## config.mk

```make
export PLATFORM = sky130hd
export DESIGN_NAME = spi_slave_rx
export DESIGN_NICKNAME = d
export VERILOG_FILES = /design/src/rtl/spi_slave_rx.sv
export SDC_FILE = /design/constraint.sdc
export NUM_CORES = 1
export LEC_CHECK = 0
export CORE_UTILIZATION = 35
export CTS_CLUSTER_SIZE = 14
export DETAILED_ROUTE_END_ITERATION = 6
export PLACE_DENSITY_LB_ADDON = 0.05
export SLEW_MARGIN = 20
export SYNTH_ARGS = -nofsm -noshare
export SYNTH_HDL_FRONTEND = slang
export SYNTH_SLANG_ARGS = --single-unit
```

## constraint.sdc

```tcl
create_clock -name clk -period 2.1 [get_ports clk]
set_clock_uncertainty 0.15 [all_clocks]
set_input_delay 0.42 -clock clk [delete_from_list [all_inputs] [get_ports clk]]
set_output_delay 0.42 -clock clk [all_outputs]
set_load 0.005 [all_outputs]
```

## src/rtl/spi_slave_rx.sv

```systemverilog
// SPI mode-3 receive endpoint: oversamples sclk/mosi/cs in the clk domain and assembles 8- or 32-bit words.
// Define SPI_SLAVE_RX_SYNC_EN to add two-flop synchronisers on the SPI pins (default: pins used directly).
module spi_slave_rx #(
  parameter int IDLE_TIMEOUT = 64
) (
  input  logic        clk,
  input  logic        rst_n,
  input  logic        sclk,
  input  logic        mosi,
  input  logic        cs,
  input  logic        is_data_u8,
  output logic [31:0] out_data,
  output logic        out_valid,
  input  logic        out_ready,
  output logic        overrun,
  output logic        frame_error,
  output logic        is_busy,
  output logic [1:0]  state_dbg
);

  // Output handshake: a word transfers on any rising clk edge where out_valid && out_ready;
  // out_valid never drops without a transfer, and out_data is stable while out_valid is high.

  typedef enum logic [1:0] {
    ST_IDLE  = 2'd0,
    ST_SHIFT = 2'd1,
    ST_GAP   = 2'd2
  } state_t;

  localparam int GW = $clog2(IDLE_TIMEOUT + 1);

  logic          sclk_c, mosi_c, cs_c;
  logic          sclk_q;
  logic          sclk_rise;
  state_t        state, state_next;
  logic [2:0]    bit_cnt;
  logic [1:0]    byte_cnt;
  logic [31:0]   shift_reg;
  logic [31:0]   shift_next;
  logic [GW-1:0] gap_cnt;
  logic          u8_q;
  logic          u8_eff;
  logic          shift_en;
  logic          word_done;
  logic          load;
  logic          ferr_next;

`ifdef SPI_SLAVE_RX_SYNC_EN
  logic [1:0] sclk_sync, mosi_sync, cs_sync;

  // Idle levels of the bus (sclk high, cs high) so reset release does not fake an edge.
  always_ff @(posedge clk or negedge rst_n) begin
    if (!rst_n) begin
      sclk_sync <= 2'b11;
      cs_sync   <= 2'b11;
      mosi_sync <= 2'b00;
    end else begin
      sclk_sync <= {sclk_sync[0], sclk};
      cs_sync   <= {cs_sync[0], cs};
      mosi_sync <= {mosi_sync[0], mosi};
    end
  end

  assign sclk_c = sclk_sync[1];
  assign cs_c   = cs_sync[1];
  assign mosi_c = mosi_sync[1];
`else
  assign sclk_c = sclk;
  assign cs_c   = cs;
  assign mosi_c = mosi;
`endif

  assign sclk_rise  = sclk_c && !sclk_q;
  assign shift_en   = sclk_rise && !cs_c;
  assign shift_next = {shift_reg[30:0], mosi_c};
  // Word width is sampled on the very first bit of a word, otherwise the latched copy holds.
  assign u8_eff     = (bit_cnt == 3'd0 && byte_cnt == 2'd0) ? is_data_u8 : u8_q;
  assign word_done  = shift_en && (bit_cnt == 3'd7) && (u8_eff || byte_cnt == 2'd3);
  assign load       = word_done && (!out_valid || out_ready);
  assign is_busy    = (state != ST_IDLE);
  assign state_dbg  = state;

  always_comb begin
    state_next = state;
    ferr_next  = 1'b0;
    case (state)
      ST_IDLE: begin
        if (!cs_c) state_next = ST_SHIFT;
      end
      ST_SHIFT: begin
        if (cs_c) begin
          if (bit_cnt != 3'd0) begin
            ferr_next  = 1'b1;
            state_next = ST_IDLE;
          end else if (byte_cnt != 2'd0) begin
            state_next = ST_GAP;
          end else begin
            state_next = ST_IDLE;
          end
        end
      end
      ST_GAP: begin
        if (!cs_c) begin
          state_next = ST_SHIFT;
        end else if (gap_cnt == GW'(IDLE_TIMEOUT - 1)) begin
          ferr_next  = 1'b1;
          state_next = ST_IDLE;
        end
      end
      default: state_next = ST_IDLE;
    endcase
  end

  always_ff @(posedge clk or negedge rst_n) begin
    if (!rst_n) begin
      state       <= ST_IDLE;
      sclk_q      <= 1'b1;
      bit_cnt     <= 3'd0;
      byte_cnt    <= 2'd0;
      shift_reg   <= 32'h0;
      gap_cnt     <= '0;
      u8_q        <= 1'b0;
      out_data    <= 32'h0;
      out_valid   <= 1'b0;
      overrun     <= 1'b0;
      frame_error <= 1'b0;
    end else begin
      state       <= state_next;
      sclk_q      <= sclk_c;
      frame_error <= ferr_next;
      overrun     <= word_done && !load;
      gap_cnt     <= (state == ST_GAP) ? gap_cnt + 1'b1 : '0;

      if (ferr_next) begin
        bit_cnt   <= 3'd0;
        byte_cnt  <= 2'd0;
        shift_reg <= 32'h0;
      end else if (shift_en) begin
        shift_reg <= shift_next;
        bit_cnt   <= bit_cnt + 3'd1;
        if (bit_cnt == 3'd0 && byte_cnt == 2'd0) u8_q <= is_data_u8;
        if (bit_cnt == 3'd7) byte_cnt <= word_done ? 2'd0 : byte_cnt + 2'd1;
      end

      if (load) begin
        out_data  <= u8_eff ? {24'h0, shift_next[7:0]} : shift_next;
        out_valid <= 1'b1;
      end else if (out_valid && out_ready) begin
        out_valid <= 1'b0;
      end
    end
  end

endmodule

```

# Word-level counts from Yosys, hierarchy flattened
# Index checks and enable logic that the tools add are counted.
word_totals:
  regBits: 82
  in_bits: 7
  out_inout_bits: 38
  wordCells: 74
op_classes:
  addsub: 3
  n_eq_ne: 8
  n_mux: 25
  bitwise: 1
  n_reduce_logical: 26
ops:
  columns: ["cell", "count"]
  rows:
  - ["$mux 31", 2]
  - ["$mux 32", 1]
  - ["$mux 2", 10]
  - ["$reduce_bool 2->1", 5]
  - ["$logic_and 1x1->1", 8]
  - ["$add 7x1->7 const B", 1]
  - ["$eq 7x6->1 const B", 1]
  - ["$mux 1", 7]
  - ["$mux 7", 1]
  - ["$mux 3", 2]
  - ["$pmux 2 s3", 1]
  - ["$eq 2x2->1 const B", 2]
  - ["$logic_not 1->1", 4]
  - ["$logic_not 2->1", 2]
  - ["$ne 2x2->1 const B", 2]
  - ["$reduce_and 2->1", 2]
  - ["$add 3x1->3 const B", 1]
  - ["$eq 3x3->1 const B", 1]
  - ["$logic_not 3->1", 1]
  - ["$ne 3x3->1 const B", 1]
  - ["$reduce_and 3->1", 1]
  - ["$reduce_bool 3->1", 1]
  - ["$add 2x1->2 const B", 1]
  - ["$eq 2x1->1 const B", 1]
  - ["other kinds (3)", 4]

# Longest topological paths before layout
logic_depth:
  ltp_word: 9
  depth_mapped: 7

# Worst setup path before layout
# Ideal clock, no wire load.
synth_path:
  path_type: "reg2reg"
  from: "register bit_cnt[0]"
  to: "register out_data[2]"
  setup_ps: 125
  t_arrival_ps: 1786
  required_ps: 1825
  setup_slack_ps: 40
  stages_incl_launch_ff: 8
  path_buffers: 1
  path_cell_list: "dfrtp_1 inv_1 ha_1 nand3b_4 mux2_4 o2111ai_4 buf_6 mux2_2"
synth_via:
  elab_chain_cells: 6
  word_cells_on_any_way: 8
  cone_classes: "eq/ne (1); mux (1); reduce/logical (6)"
synth_lines:
  columns: ["element", "line_no", "rtl"]
  rows:
  - ["from (decl)", "36", "logic [2:0] bit_cnt;"]
  - ["from (signal assigned)", "140", "bit_cnt <= bit_cnt + 3'd1;"]
  - ["$logic_not 3->1", "77", "assign u8_eff = (bit_cnt == 3'd0 && byte_cnt == 2'd0) ? is_data_u8 : u8_q;"]
  - ["$logic_and 1x1->1", "77", null]
  - ["$mux 1", null, null]
  - ["$logic_or 1x1->1", "78", "assign word_done = shift_en && (bit_cnt == 3'd7) && (u8_eff || byte_cnt == 2'd3);"]
  - ["$logic_and 1x1->1 (*)", "78", null]
  - ["$logic_and 1x1->1 (*)", "79", "assign load = word_done && (!out_valid || out_ready);"]
  - ["to (signal assigned)", "146", "out_data <= u8_eff ? {24'h0, shift_next[7:0]} : shift_next;"]
  - ["to (decl)", "12", "output logic [31:0] out_data,"]
# Every way passes the cells marked *; elsewhere a longest branch is shown, timed or not.
# A chain may end at the register's enable or synchronous reset.

# Final worst setup path
layout_path:
  from: "register bit_cnt[0]"
  to: "register out_data[3]"
# The elaborated chain is that of the path after synthesis.

==> results.txt <==
----------------------------------------------------
[Timing]
  Final number of hold-violating endpoints ... 0
  Crit path time final ... 2.08 ns
  Final worst-path setup slack ... 0.0249 ns
  Number of slew-limit violations in the final report ... 0
  RSZ-0062 raised after global routing ... true
  Setup violation total in the final timing report ... 0
  Total negative slack for setup checks ... 0 ns
  Final period util ... 0.988
  Worst slew pin tran ... between 0.4 and 0.5 ns
  Worst max-slew margin expressed relative to the limit ... 0.712
  Maximum operating frequency ... about 480 MHz

[Power]
  Combinational cell fraction of total power ... 0.213
  Switching power share of the total ... 0.274
  VDD IR-drop max ... a little over 400 uV
  Power per standard cell area ... between 800 and 900 mW/mm2
  Sequential fraction of design power ... 0.444
  Leakage power total ... 2.23 nW
  Sw Pwr ... ~1.1 mW
  Internal Power ... ~2.8 mW
  Clock group share of total power ... 0.343

[Setup path]
  Worst path cell trace ... inv_2 > ha_4 > nand3b_4 > mux2_4 > o2111ai_4 > buf_6 > mux2_4
  Startpoint of the most critical register-to-register path ... bit_cnt[0]
  Endpoint of the worst-slack reg-to-reg timing path ... out_data[3]
  Worst Setup End Kind ... flop
  Critical Path RT ... 2.18 ns
  Highest-delay cell along the critical path ... sky130_fd_sc_hd__dfrtp_1
  Element type at the critical path start ... flop
  R2R Setup Slk ... about 0.025 ns
  Depth of the worst register-to-register path ... 7
  Biggest cell delay along the critical path ... between 0.4 and 0.5 ns
  Most frequent cell on the critical path ... sky130_fd_sc_hd__mux2_4
  Class of the most critical setup path ... flop to flop
  Critical path peak fanout ... 5
  Crit path arrival time ... between 2 and 2.5 ns

[Status]
  Result of the run ... finished, final reports clean

[Yosys]
  Synthesized area divided by synthesized cell count ... approximately 12 um2
  Sequential-to-total area share from yosys stat ... 0.571
  Unique masters post-synth ... 45
  Number of synthesized register bits ... just over 80
  Net count after synthesis ... 323
  Summed instance area of the synthesized netlist ... ~0.0036 mm2
  Cell count after synthesis ... 306
  Warning count from the yosys run ... 0

[Final layout]
  Number of fill cells in the layout ... 897
  Non-filler instance count after layout ... 524
  Layout cells sized above 1 ... 0.292
  Post-synthesis to final-layout area growth ... 33.8%
  Antenna diode count ... 0
  Total number of nets in the final design ... 403
  Max reg flops ... 32

[Placed design]
  Cell count after placement ... 498
  Weighted congestion reported at the end of routability-driven placement ... 0.749
  Worst slack at placement ... -0.126 ns
  Count of buffers inserted at the top-level ports ... 44
  Detailed Place HPWL ... 4760 um

[Floorplanning]
  # IOs ... between 40 and 50
  Die Footprint ... around 0.011 mm2
  Die Width ... 103 um
  Chip height ... slightly above 100 um
  Row Count ... 36
  Area of the core ... roughly 0.0099 mm2
  Starting density of the core ... 0.365

[Clock network]
  Number of H-tree levels ... 3
  Clock transition at the registers of the reported paths ... approximately 0.080 ns
  Number of buffers added by the clock tree synthesis step ... 9
  Maximum clock insertion buffer count ... 2
  CTS tree ... built
  Clock tree sinks ... 82
  CTS root buf ... sky130_fd_sc_hd__clkbuf_8
  Worst-skew pair later-pin latency ... roughly 0.35 ns

[GRT]
  Via count of the first global-routing pass ... about 2,600
  Largest net degree at the start of global routing ... 36
  Global route overflow ... 0
  Initial antenna violation count ... 0
  Global-route wire length before repair ... 12,900 um
  Global-route usage over all layers ... 0.159

[Route]
  # DRC ... 0
  Via/cell ratio ... about 4.8
  Initial DRT Pass Iterations ... 5
  Antenna violation net count after detailed routing ... 0
  Final wirelength ... about 7500 um
  DR WL/cell ... between 10 and 15 um
  DRC marker count from the first detailed-route iteration ... ~120
  Total via count after detailed routing ... roughly 2,500

[Min path]
  Min-delay worst type ... flop to flop
  Origin of the worst min-delay path ... gap_cnt[0]
  Worst hold path endpoint ... gap_cnt[0]
  Hold Crit Depth ... 1

[Run]
  Max Cap Viol ... 0

----------------------------------------------------
[per-stage QoR]
stage,total power [mW],area (um2),hold slack (ns),utilization
global route,4.08,4820,0.341,0.488
global placement,2.47,4410,0.257,0.447
detailed placement,2.48,4410,0.248,0.447
floorplan,2.13,3600,-0.0256,-
finish,3.88,4820,0.317,0.488
CTS,3.93,4770,0.313,0.484
[synthesized netlist by cell type (all sizes together)]
library cell	n	area, um2
dfrtp	81	2030
nand2	75	289
o21ai	34	272
a22o	24	210
buf	15	133
ha	10	125
mux2	10	116
inv	7	26.3
nor2	6	25.0
a21oi	5	25.0
and2	4	25.0
nand3	4	25.0
nor2b	3	18.8
xnor2	3	26.3
nand2b	2	12.5
nor3	2	21.3
nor3b	2	26.3
o21a	2	15.0
a2bb2oi	1	8.76
a31oi	1	6.26
and3	1	6.26
clkbuf	1	5.00
dfstp	1	26.3
dlymetal6s2s	1	12.5
nand3b	1	20.0
nand4	1	6.26
nor4	1	6.26
nor4b	1	8.76
o2111ai	1	26.3
o21bai	1	7.51
o31a	1	10.0
o31ai	1	7.51
or3	1	6.26
or4	1	7.51
xor2	1	8.76
[cell usage in the layout (no fill, tap or decap), types with 2 or more instances in the layout]
| cell type | n |
|---|---|
| sky130_fd_sc_hd__nor2_1 | 5 |
| sky130_fd_sc_hd__ha_1 | 7 |
| sky130_fd_sc_hd__mux2_4 | 9 |
| sky130_fd_sc_hd__o21a_1 | 2 |
| sky130_fd_sc_hd__a22o_1 | 24 |
| sky130_fd_sc_hd__nand2b_1 | 2 |
| sky130_fd_sc_hd__bufinv_16 | 2 |
| sky130_fd_sc_hd__and2_1 | 4 |
| sky130_fd_sc_hd__inv_2 | 5 |
| sky130_fd_sc_hd__buf_12 | 9 |
| sky130_fd_sc_hd__ha_4 | 2 |
| sky130_fd_sc_hd__inv_1 | 2 |
| sky130_fd_sc_hd__o21ai_0 | 7 |
| sky130_fd_sc_hd__xnor2_1 | 3 |
| sky130_fd_sc_hd__buf_4 | 29 |
| sky130_fd_sc_hd__o21ai_2 | 27 |
| sky130_fd_sc_hd__buf_6 | 3 |
| sky130_fd_sc_hd__nor2b_1 | 3 |
| sky130_fd_sc_hd__nand3_1 | 3 |
| sky130_fd_sc_hd__dfrtp_1 | 81 |
| sky130_fd_sc_hd__clkdlybuf4s50_1 | 42 |
| sky130_fd_sc_hd__nand2_1 | 74 |
| sky130_fd_sc_hd__a21oi_1 | 4 |
| sky130_fd_sc_hd__clkbuf_8 | 10 |
[final cells by class]
class	instances	area (um2)	share of cell area
inverters	7	26.3	0.00546
repair buffers	86	902	0.187
clock inverters	6	96.3	0.0200
clock buffers	10	138	0.0286
well taps	133	166	0.0346
multi-input cells	200	1430	0.298
flip-flops and latches	82	2050	0.426
[routing by layer]
| layer | vias to the layer above | track usage | part of all wire |
|---|---|---|---|
| met2 | 54 | 0.242 | 0.47 |
| li1 | 1218 | - | - |
| met5 | - | 0 | 0 |
| met4 | 0 | 0.0748 | 0.011 |
| met1 | 1245 | 0.222 | 0.49 |
| met3 | 8 | 0.0276 | 0.028 |
[power by group through the flow]
stage	clock, mW	combinational [mW]	sequential, mW
3_3_place_gp	0	0.725	1.75
2_1_floorplan	0	0.395	1.74
5_1_grt	1.44	0.907	1.73
3_5_place_dp	0	0.730	1.75
6_report	1.33	0.825	1.72
4_1_cts	1.38	0.827	1.72
[how the worst max path moves through the flow]
stage	startpoint	to	slack [ns]	depth (start not counted)
floorplan	bit_cnt[0]	out_data[2]	0.04	7
global placement	bit_cnt[0]	out_data[0]	-0.10	7
detailed placement	bit_cnt[0]	out_data[0]	-0.13	7
CTS	bit_cnt[0]	out_data[3]	0.0004	7
global route	bit_cnt[0]	out_data[3]	-0.04	7
finish	bit_cnt[0]	out_data[3]	0.02	7
[worst max-delay path, delay by kind of cell (launching register included)]
kind / cells / cell delay (ns)
muxes: 2 / 0.61
DFF: 1 / 0.42
buffers and inverters: 2 / 0.27
AOI/OAI and AO/OA: 1 / 0.27
adders and majority gates: 1 / 0.15
and+or+nand+nor: 1 / 0.08
[timing repair]
item,in CTS,in global routing
hold buffers,1,0
pin swaps,2,3
buffers inserted,8,0
cloned,1,0
endpoints found under the hold margin,29,0
gates resized for setup,10,15
setup endpoints to repair,10,19
[cell families (layout without fill, tap and decap cells)]
group / Yosys count / after routing / synth area share
compound gates: 71 / 71 / 0.163
xor+xnor: 4 / 4 / 0.00974
fa+ha+maj: 10 / 10 / 0.0348
buf+inv: 24 / 109 / 0.0490
flops: 82 / 82 / 0.571
mux: 10 / 10 / 0.0323
simple gates: 105 / 105 / 0.140
(Power assumes the default switching activity.)
